--- config.mk ---
export PLATFORM = sky130hd
export DESIGN_NAME = left_signal_head_monitor
export DESIGN_NICKNAME = d
export VERILOG_FILES = /design/src/rtl/left_signal_head_monitor.sv
export SDC_FILE = /design/constraint.sdc
export NUM_CORES = 1
export LEC_CHECK = 0
export CORE_ASPECT_RATIO = 0.75
export CORE_MARGIN = 4
export CORE_UTILIZATION = 33
export DETAILED_ROUTE_END_ITERATION = 10
export PLACE_DENSITY = 0.58
export SLEW_MARGIN = 20
export SYNTH_ARGS = -nofsm -noshare
export SYNTH_HDL_FRONTEND = slang
export SYNTH_SLANG_ARGS = --single-unit
export TNS_END_PERCENT = 20
--- constraint.sdc ---
create_clock -name clk -period 6.4 [get_ports clk]
set_input_delay 1.28 -clock clk [delete_from_list [all_inputs] [get_ports clk]]
set_output_delay 1.28 -clock clk [all_outputs]
set_load 0.05 [all_outputs]
--- src/rtl/left_signal_head_monitor.sv ---
// Left-turn signal head: decodes light_color into lamp drives, checks the colour sequence,
// and latches a fault with flashing-red fail-safe. Watchdog built only with LEFT_SIGNAL_WATCHDOG_EN.
module left_signal_head_monitor #(
  parameter int BLINK_HALF = 4,
  parameter int MIN_YELLOW = 2,
  parameter int MAX_DWELL  = 64
) (
  input  logic       clk,
  input  logic       reset,
  input  logic [1:0] light_color,
  input  logic       fault_clr,
  output logic       lamp_red,
  output logic       lamp_yellow,
  output logic       lamp_green,
  output logic       fault,
  output logic [1:0] fault_code
);

  localparam logic [1:0] C_GREEN  = 2'b00;
  localparam logic [1:0] C_YELLOW = 2'b01;
  localparam logic [1:0] C_RED    = 2'b10;
  localparam logic [1:0] C_FLASH  = 2'b11;
  localparam int         BW       = (BLINK_HALF > 1) ? $clog2(BLINK_HALF) : 1;

  if (BLINK_HALF < 1 || MAX_DWELL < 1) begin : g_bad_param
    $error("BLINK_HALF and MAX_DWELL must be >= 1");
  end

  typedef enum logic [1:0] {ST_INIT, ST_RUN, ST_FAULT} state_t;

  state_t          state_q, state_d;
  logic [1:0]      prev_q;
  logic [15:0]     dwell_q, dwell_d;
  logic [BW-1:0]   blink_cnt_q, blink_cnt_d;
  logic            blink_phase_q, blink_phase_d;
  logic            red_q, red_d, yel_q, yel_d, grn_q, grn_d;
  logic            fault_q, fault_d;
  logic [1:0]      code_q, code_d;
  logic            change, blink_restart;

  function automatic logic [15:0] dwell_sat_inc(input logic [15:0] v);
    return (v == 16'hFFFF) ? v : v + 16'd1;
  endfunction

  // any->red is always allowed; the rest is the controller's normal cycle
  function automatic logic legal_step(input logic [1:0] from, input logic [1:0] to);
    return (to == C_RED) ||
           (from == C_GREEN && to == C_YELLOW) ||
           (from == C_RED   && to == C_GREEN)  ||
           (from == C_RED   && to == C_FLASH)  ||
           (from == C_FLASH && to == C_YELLOW);
  endfunction

  always_comb begin
    change        = (light_color != prev_q);
    dwell_d       = change ? 16'd1 : dwell_sat_inc(dwell_q);
    state_d       = state_q;
    code_d        = code_q;
    blink_restart = 1'b0;
    case (state_q)
      ST_INIT: if (light_color == C_RED) state_d = ST_RUN;
      ST_RUN: begin
        if (change && !legal_step(prev_q, light_color)) begin
          state_d = ST_FAULT;
          code_d  = 2'd1;
        end else if (change && prev_q == C_YELLOW && dwell_q < 16'(MIN_YELLOW)) begin
          state_d = ST_FAULT;
          code_d  = 2'd2;
`ifdef LEFT_SIGNAL_WATCHDOG_EN
        end else if (!change && prev_q != C_RED && dwell_d >= 16'(MAX_DWELL)) begin
          state_d = ST_FAULT;
          code_d  = 2'd3;
`endif
        end else if (change && light_color == C_FLASH) begin
          blink_restart = 1'b1;
        end
      end
      ST_FAULT: if (fault_clr && light_color == C_RED) begin
        state_d = ST_RUN;
        code_d  = 2'd0;
      end
      default: state_d = ST_INIT;
    endcase
    if (state_q != ST_FAULT && state_d == ST_FAULT) blink_restart = 1'b1;

    // restart makes the first blink phase "on"
    if (blink_restart) begin
      blink_cnt_d   = '0;
      blink_phase_d = 1'b1;
    end else if (blink_cnt_q == BW'(BLINK_HALF - 1)) begin
      blink_cnt_d   = '0;
      blink_phase_d = ~blink_phase_q;
    end else begin
      blink_cnt_d   = blink_cnt_q + BW'(1);
      blink_phase_d = blink_phase_q;
    end

    red_d   = 1'b0;
    yel_d   = 1'b0;
    grn_d   = 1'b0;
    fault_d = (state_d == ST_FAULT);
    case (state_d)
      ST_RUN: case (light_color)
        C_GREEN:  grn_d = 1'b1;
        C_YELLOW: yel_d = 1'b1;
        C_RED:    red_d = 1'b1;
        default:  yel_d = blink_phase_d;
      endcase
      ST_FAULT: red_d = blink_phase_d;
      default:  red_d = 1'b1;
    endcase
  end

  always_ff @(posedge clk or posedge reset) begin
    if (reset) begin
      state_q       <= ST_INIT;
      prev_q        <= C_RED;
      dwell_q       <= 16'd1;
      blink_cnt_q   <= '0;
      blink_phase_q <= 1'b1;
      red_q         <= 1'b1;
      yel_q         <= 1'b0;
      grn_q         <= 1'b0;
      fault_q       <= 1'b0;
      code_q        <= 2'd0;
    end else begin
      state_q       <= state_d;
      prev_q        <= light_color;
      dwell_q       <= dwell_d;
      blink_cnt_q   <= blink_cnt_d;
      blink_phase_q <= blink_phase_d;
      red_q         <= red_d;
      yel_q         <= yel_d;
      grn_q         <= grn_d;
      fault_q       <= fault_d;
      code_q        <= code_d;
    end
  end

  assign lamp_red    = red_q;
  assign lamp_yellow = yel_q;
  assign lamp_green  = grn_q;
  assign fault       = fault_q;
  assign fault_code  = code_q;

endmodule

# Yosys cells after proc, flatten, opt, wreduce, memory -nomap -nowiden
# Index checks and enable logic that the tools add are counted.
[totals]
inputBits = 5
regBits = 29
word_cells = 78
output_inout_bits = 6
[op_classes]
n_lt_le_gt_ge = 1
add_sub_neg = 2
n_reduce_logical = 21
eq_ne = 17
mux = 26
n_bitwise = 1
[ops]
columns = ["op", "n"]
rows = [
  ["$mux W16", 2],
  ["$mux W2", 9],
  ["$add A16 B1 Y16 const B", 1],
  ["$eq A16 B16 Y1 const B", 1],
  ["$lt A16 B2 Y1 const B", 1],
  ["$eq A2 B2 Y1 const B", 7],
  ["$mux W1", 11],
  ["$logic_and A1 B1 Y1", 10],
  ["$eq A2 B1 Y1 const B", 4],
  ["$logic_not A2 Y1", 3],
  ["$ne A2 B2 Y1 const B", 3],
  ["$pmux W2 S3", 1],
  ["$logic_or A1 B1 Y1", 4],
  ["$pmux W1 S2", 2],
  ["$pmux W2 S2", 1],
  ["$ne A3 B3 Y1 const B", 1],
  ["$reduce_and A3 Y1", 1],
  ["$add A2 B1 Y2 const B", 1],
  ["$ne A2 B2 Y1", 1],
  ["$reduce_bool A2 Y1", 1],
  ["$reduce_or A2 Y1", 1],
  ["$logic_not A1 Y1", 1],
  ["$not A1 Y1", 1],
]

# Depth between registers and ports, before layout
# Gate-level depths: netlist (run 1).
[logic_depth]
word_depth = 16
ltp_mapped = 10
depth_no_buf = 9

# Least setup slack after synthesis (run 1)
# Ideal clock, no wire load.
[synth_path]
path_type = "in2reg"
from = "input light_color[0]"
to = "register yel_q (netlist: lamp_yellow)"
slack_ns = 3.267
stages = 10
n_path_buf = 1
arrival_time_ns = 3.013
required_time_ns = 6.280
setup_time_ns = 0.120
cell_sequence = "clkbuf_2 xnor2_1 nand2_1 and3b_1 nor2_2 o21ai_0 ha_1 a21oi_1 o21ai_0 o211a_1"
[synth_via]
elab_chain_len = 16
word_cells_on_any_way = 36
cone_classes = "6 x eq/ne; 13 x mux; 17 x reduce/logical"
[synth_rtl]
columns = ["element", "line", "rtl"]
rows = [
  ["start, declared", "10", "input logic [1:0] light_color,"],
  ["$eq A2 B1 Y1", "48, 51", ""],
  ["$logic_and A1 B1 Y1", "48", "(from == C_GREEN && to == C_YELLOW) ||"],
  ["$logic_or A1 B1 Y1", "47", "return (to == C_RED) ||"],
  ["$logic_or A1 B1 Y1", "48", ""],
  ["$logic_or A1 B1 Y1", "49", "(from == C_RED && to == C_GREEN) ||"],
  ["$logic_or A1 B1 Y1", "50", "(from == C_RED && to == C_FLASH) ||"],
  ["$logic_not A1 Y1", "63", "if (change && !legal_step(prev_q, light_color)) begin"],
  ["$logic_and A1 B1 Y1", "63", ""],
  ["(+2 left out)", "n/a", ""],
  ["net state_d[1]", "31", "state_t state_q, state_d;"],
  ["$eq A2 B2 Y1 *", "n/a", ""],
  ["net fault_d", "37", "logic fault_q, fault_d;"],
  ["$logic_and A1 B1 Y1 *", "84", "if (state_q != ST_FAULT && state_d == ST_FAULT) blink_restart = 1'b1;"],
  ["$mux W1 *", "84", ""],
  ["$mux W1 *", "87", "if (blink_restart) begin"],
  ["$pmux W1 S2 *", "103", "ST_RUN: case (light_color)"],
  ["$mux W1 *", "102", "case (state_d)"],
  ["net yel_d", "36", "logic red_q, red_d, yel_q, yel_d, grn_q, grn_d;"],
  ["end signal, assigned", "133", "yel_q <= yel_d;"],
  ["end, declared", "36", ""],
]
# Mark *: on every way through the listed nets, which the timed path passes. The rest lies on a longest branch.
# A chain may end at the register's enable or synchronous reset.

# Final worst setup path (run 1)
[layout_path]
from = "input light_color[1]"
to = "register yel_q (netlist: lamp_yellow)"
# The elaborated chain is that of the path after synthesis.

==> flow_metrics.tcl, run 1 <==
set metrics [dict create \
    worstPathCellList "clkdlybuf4s50_1 > xnor2_1 > nand2_1 > and3b_1 > nor2_2 > o21ai_0 > ha_1 > a21oi_1 > o21ai_0 > o211a_1" \
    yosysMostFrequentCell "dfrtp_1" \
    clkSinkCount 29 \
    ant_nets 0 \
    synth.net_count 165 \
    worstRegToRegCells 9 \
    drcViolationCount 0 \
    clk_pin_slew_ns 0.06 \
    antenna_found_initial 0 \
    fin_util 0.395 \
    switching_share 0.374 \
    crit_family "simple AND/OR/NAND/NOR gates" \
    ys_seq_elements 29 \
    die_w_um 86.9 \
    htreeDepth 2 \
    async_reset_ff_frac 1.00 \
    outcome "completed" \
    worstSetupPathType "input pin to flop" \
    syn_inst 156 \
    tightest_slew_ns 0.603 \
    rr_endpoint "lamp_yellow" \
    synthToLayoutAreaGrowth_pct 15.0 \
    min-delay-path-class "flop to flop" \
    dpl.hpwl_um 2350 \
    p_int_mw 0.371 \
    max_freq_mhz 255 \
    grt_pass1_vias 1204 \
    dp_cells 218 \
    numPortBuffers 10 \
    drive_gt1_frac 0.118 \
    clk_latency_ns 0.29 \
    critical_path_required_ns 6.57 \
    hp-start "blink_cnt_q[0]" \
    vias 1218 \
    crit_fanout 14 \
    switching_power_mw 0.222 \
    cts_resized 0 \
    viasPerCell 5.39 \
    endpoint "lamp_yellow" \
    path_buf_inv 1 \
    rrSetupSlack_ns 3.60 \
    cp-start-kind "input pin" \
    critPathArrivalTime_ns 4.08 \
    ys.flop_type "dfrtp_1" \
    ys_top_cells_by_count "dfrtp_1 (25), nor2_1 (19), nand2_1 (13)" \
    cts_setup_buffers 0 \
    synth_top_area_frac 0.406 \
    fill_cells 455 \
    yosys_warnings 0 \
    layout.nets 177 \
    grt_pass1_wl_um 5750 \
    die_area_um2 5840 \
    vdd_ir_drop_max_uv 175 \
    rows 21 \
    synth_edf_count 0 \
    power_frac_comb 0.338 \
    timing.rr.start "prev_q[1]" \
    drt_first_iter_violations 90 \
    n_antenna_cell 0 \
    slew_viol_final 0 \
    syn_area_per_cell_um2 9.88 \
    slowest_delay_ns 0.53 \
    drtPass1Iterations 4 \
    core_area_um2 4490 \
    fin_setup_tns_ns 0 \
    synth_cell_type_count 44 \
    clkPwrFrac 0.250 \
    initial_core_util 0.343 \
    finalCriticalPeriod_ns 3.92 \
    routedWlPerCell_um 14.2 \
    cts_made_buffers 5 \
    cpMaxStageDelayCell "clkdlybuf4s50_1" \
    synth_area_um2 1540 \
    finalHoldViolations 0 \
    yosysSeqAreaShare 0.474 \
    grt_max_degree 30 \
    stdcell_count 226 \
    cts_tree "done" \
    postCtsHoldBufs 0 \
    cts_root_buffer "clkbuf_8" \
    seqPwrFrac 0.413 \
    fin_skew_ns 0.0138 \
    critPathCaptureType "flop" \
    totalWireLength_um 3210 \
    die_height_um 67.2 \
    overflow 0 \
    rsz0062_at_grt "no" \
    maxCapViolCount 0 \
    crit_start "light_color[1]" \
    powerDensity_nw_per_um2 334 \
    finalSetupViolations 0 \
    slew_headroom 0.597 \
    yosys-top-cells-area "dfrtp_1 (41%), dfstp_2 (6.8%), nor2_1 (4.6%)" \
    cp_num_cells 10 \
    crit_top_cell "o21ai_0" \
    clockBufferDepth 2 \
    ioPinCount 11 \
    finalCritPeriodShare 0.612 \
    p_leak_nw 0.763 \
    grt_use_total 0.128 \
    place_congestion 0.867 \
    yosysTopAreaCell "dfrtp_1" \
]
[registers in the layout, summed over array words and instances, names as in the netlist]
name and cells:
blink_cnt_q 2, blink_phase_q 1, dwell_q 16, fault 1, fault_code 2, lamp_green 1, lamp_red 1, lamp_yellow 1
prev_q 2, state_q 2
[routing by layer]
metal	vias up	part of all wire	wire, um	global-route usage
li1	590	-	-	-
met1	591	0.53	1710	0.184
met2	30	0.40	1270	0.171
met3	7	0.044	140	0.0329
met4	0	0.026	84	0.0700
met5	-	0	0	0
[per-stage QoR]
step / hold WS, ns / area, um2 / total power [mW] / setup slack (ns)
5_1_grt: 0.472 / 1770 / 0.629 / 2.23
2_1_floorplan: 0.415 / 1540 / 0.391 / 3.27
3_3_place_gp: 0.423 / 1690 / 0.442 / 2.36
4_1_cts: 0.445 / 1770 / 0.597 / 2.49
3_5_place_dp: 0.437 / 1690 / 0.447 / 2.20
6_report: 0.449 / 1770 / 0.593 / 2.48
[how the worst min path moves through the flow]
| stage | cells after the start | slack (ns) | endpoint |
|---|---|---|---|
| after floorplan | 1 | 0.41 | blink_cnt_q[0] |
| after global placement | 1 | 0.42 | blink_cnt_q[0] |
| after detailed placement | 1 | 0.44 | blink_cnt_q[0] |
| after CTS | 1 | 0.44 | blink_cnt_q[0] |
| after global routing | 1 | 0.47 | blink_cnt_q[0] |
| final | 1 | 0.45 | blink_cnt_q[0] |
[area by class of cell]
cell class	count	area, um2	area share
clock buffers	6	72.6	0.0409
clock inverters	2	10.0	0.00565
inverters	4	15.0	0.00847
multi-input cells	118	773	0.436
flip-flops and latches	29	731	0.412
well taps	57	71.3	0.0402
repair buffers	10	100	0.0565
[layout by cell type (no fill, tap or decap), types with 3 or more instances in the layout]
master           Yosys  layout
inv_1                4       3
clkdlybuf4s50_1      0      10
dfrtp_1             25      25
nand3_1              9       9
o21ai_0              4       4
a31oi_1              5       5
nor2_1              19      19
clkbuf_8             0       5
nor3_1               5       5
nand2_1             13      13
xor2_1               3       3
nand4_1              3       3
dfstp_2              4       4
a21oi_1              6       6
ha_1                 4       4
xnor2_1              8       8
a211oi_1             3       3
[worst register-to-register path, delay by kind of cell (launching register included)]
family / cells / cell delay (ns)
AND/OR/NAND/NOR: 3 / 0.91
AO/OA/AOI/OAI: 4 / 0.70
flip-flops: 1 / 0.58
adder cells (fa/ha/maj): 1 / 0.25
XOR/XNOR: 1 / 0.23
[power groups by stage]
stage | sequential, mW | combinational (mW) | clock, mW
6_report | 0.245 | 0.200 | 0.148
5_1_grt | 0.250 | 0.219 | 0.159
4_1_cts | 0.244 | 0.201 | 0.152
3_5_place_dp | 0.247 | 0.200 | 0
3_3_place_gp | 0.246 | 0.196 | 0
2_1_floorplan | 0.280 | 0.111 | 0
[cells by family after synthesis]
logic type	Yosys count	share of synthesized area
xor gates and xnor gates	11	0.0625
DFF	29	0.474
muxes	1	0.00649
AOI/OAI and AO/OA	31	0.146
buffers and inverters	9	0.0243
and+or+nand+nor	71	0.254
adders and majority gates	4	0.0325
Power figures use the tool's default switching activity.
==> run 2: changes to the inputs <==
--- a/config.mk
+++ b/config.mk
@@ -9,7 +9,7 @@
 export CORE_MARGIN = 4
 export CORE_UTILIZATION = 33
 export DETAILED_ROUTE_END_ITERATION = 10
-export PLACE_DENSITY = 0.58
+export PLACE_DENSITY = 0.6
 export SLEW_MARGIN = 20
 export SYNTH_ARGS = -nofsm -noshare
 export SYNTH_HDL_FRONTEND = slang
==> constraint.sdc (replaced) <==
create_clock -name clk -period 3.42 [get_ports clk]
set_input_delay 0.684 -clock clk [delete_from_list [all_inputs] [get_ports clk]]
set_output_delay 0.684 -clock clk [all_outputs]
set_load 0.05 [all_outputs]
==> run 2 against run 1 <==
Net effect:
- global-route usage is 0.085 points higher
- via count shrank 2.0%
- clock power is 110% higher
- critical path type unchanged
- cell area is 2.3% higher
- power rose by 94%
- die area unchanged
- highest routed layer unchanged
- utilization up 0.92 points
- critical endpoint unchanged
- sequential share of layout area down 0.94 points
- wire length increased by 1.7%
- final cell count is 1.3% higher
==> flow_metrics.tcl, run 2 (synthesis results as in run 1) <==
set metrics [dict create \
    cts_tree "done" \
    critPathArrivalTime_ns 3.05 \
    numPortBuffers 10 \
    drt_first_iter_violations 119 \
    die_area_um2 5840 \
    cts_setup_buffers 0 \
    drcViolationCount 0 \
    postCtsHoldBufs 0 \
    initial_core_util 0.343 \
    place_congestion 0.790 \
    finalHoldViolations 0 \
    top_register "dwell_q" \
    maxCapViolCount 0 \
    grt_max_degree 30 \
    slew_viol_final 0 \
    seqPwrFrac 0.399 \
    vias 1194 \
    p_leak_nw 0.787 \
    dp_slack_ns 0.268 \
    p_total_mw 1.15 \
    grt_pass1_wl_um 5600 \
    die_height_um 67.2 \
    cts_root_buffer "clkbuf_8" \
    slew_headroom 0.661 \
    grt_use_total 0.128 \
    rows 21 \
    core_area_um2 4490 \
    finalCritPeriodShare 0.839 \
    synthToLayoutAreaGrowth_pct 17.7 \
    viasPerCell 5.21 \
    switching_share 0.358 \
    timing.final.ws_setup_ns 0.549 \
    post_dp_cell_area_um2 1710 \
    grt_pass1_vias 1175 \
    clk_latency_ns 0.29 \
    n_antenna_cell 0 \
    totalWireLength_um 3260 \
    drive_gt1_frac 0.134 \
    vdd_ir_drop_max_uv 307 \
    cpMaxStageDelayCell "clkdlybuf4s50_1" \
    antenna_found_initial 0 \
    worstSetupPathType "input pin to flop" \
    power_frac_comb 0.325 \
    outcome "completed" \
    htreeDepth 2 \
    die_w_um 86.9 \
    crit_fanout 7 \
    overflow 0 \
    final_cell_mix "dfrtp_1 (25), nor2_1 (19), nand2_1 (13)" \
    routedWlPerCell_um 14.2 \
    cp-start-kind "input pin" \
    fin_setup_tns_ns 0 \
    fin_skew_ns 0.00646 \
    finalSetupViolations 0 \
    rsz0062_at_grt "no" \
    clk_pin_slew_ns 0.06 \
    clockBufferDepth 2 \
    powerDensity_nw_per_um2 633 \
    min-delay-path-class "flop to flop" \
    ioPinCount 11 \
    largest_reg_flops 16 \
    mostFrequentLayoutCell "dfrtp_1" \
    ant_nets 0 \
    final_area_um2 1810 \
    p_int_mw 0.737 \
    tightest_slew_ns 0.507 \
    cts_made_buffers 5 \
    crit_top_cell "o21ai_0" \
    dpl.hpwl_um 2380 \
    slowest_delay_ns 0.54 \
    clkSinkCount 29 \
    cts_resized 0 \
    critical_path_required_ns 3.60 \
    layout.nets 180 \
    worstPathCellList "clkdlybuf4s50_1 > xnor2_1 > nand2_1 > and3b_1 > nor2_2 > o21ai_0 > ha_1 > a21oi_1 > o21ai_0 > o211a_1" \
    finalCriticalPeriod_ns 2.87 \
    switching_power_mw 0.412 \
    drtPass1Iterations 4 \
    clkPwrFrac 0.275 \
    max_freq_mhz 348 \
    critPathCaptureType "flop" \
]
==> run 2: stage by stage <==
stage,hold slack (ns),utilization,cells
after detailed placement,0.443,0.381,221
after floorplan,0.415,-,156
after global placement,0.423,0.381,221
final,0.442,0.404,229
after CTS,0.452,0.404,229
after global routing,0.464,0.404,229
==> run 2: final cells by class <==
| cell class | instances | area, um2 |
|---|---|---|
| multi-input combinational | 118 | 773 |
| clock buffer | 7 | 96.3 |
| clock inverter | 1 | 5.00 |
| timing repair buffer | 13 | 123 |
| fill | 425 | 2680 |
| inverter | 4 | 15.0 |
| sequential | 29 | 731 |
| tap | 57 | 71.3 |
==> run 2: power groups by stage <==
| stage | combinational (mW) | sequential [mW] | clock (mW) |
|---|---|---|---|
| 6_report | 0.374 | 0.459 | 0.316 |
| 5_1_grt | 0.412 | 0.466 | 0.343 |
| 3_3_place_gp | 0.365 | 0.459 | 0 |
| 4_1_cts | 0.378 | 0.458 | 0.329 |
| 2_1_floorplan | 0.207 | 0.524 | 0 |
| 3_5_place_dp | 0.378 | 0.464 | 0 |
==> run 2: worst paths after layout <==
| kind | slack [ns] | startpoint | end | cells after the start |
|---|---|---|---|---|
| max | 0.55 | light_color[1] | lamp_yellow | 10 |
| min | 0.44 | blink_cnt_q[0] | blink_cnt_q[0] | 1 |
| max reg2reg | 0.82 | dwell_q[6] | lamp_yellow | 9 |
| min reg2reg | 0.44 | blink_cnt_q[0] | blink_cnt_q[0] | 1 |
| max in group asynchronous | 2.34 | reset | lamp_red | 3 |
| min in group asynchronous | 0.76 | reset | dwell_q[14] | 3 |
==> run 2: metal layers <==
| metal | share of wire | vias to the layer above | track usage |
|---|---|---|---|
| met2 | 0.42 | 22 | 0.188 |
| li1 | - | 604 | - |
| met1 | 0.51 | 562 | 0.172 |
| met5 | 0 | - | 0 |
| met4 | 0.025 | 0 | 0.0642 |
| met3 | 0.043 | 6 | 0.0402 |
==> run 2: worst max-delay path, delay by kind of cell <==
family / cells / cell delay [ns]
compound gates: 4 / 0.69
xor+xnor: 1 / 0.36
fa+ha+maj: 1 / 0.25
buf+inv: 1 / 0.54
simple gates: 3 / 0.52
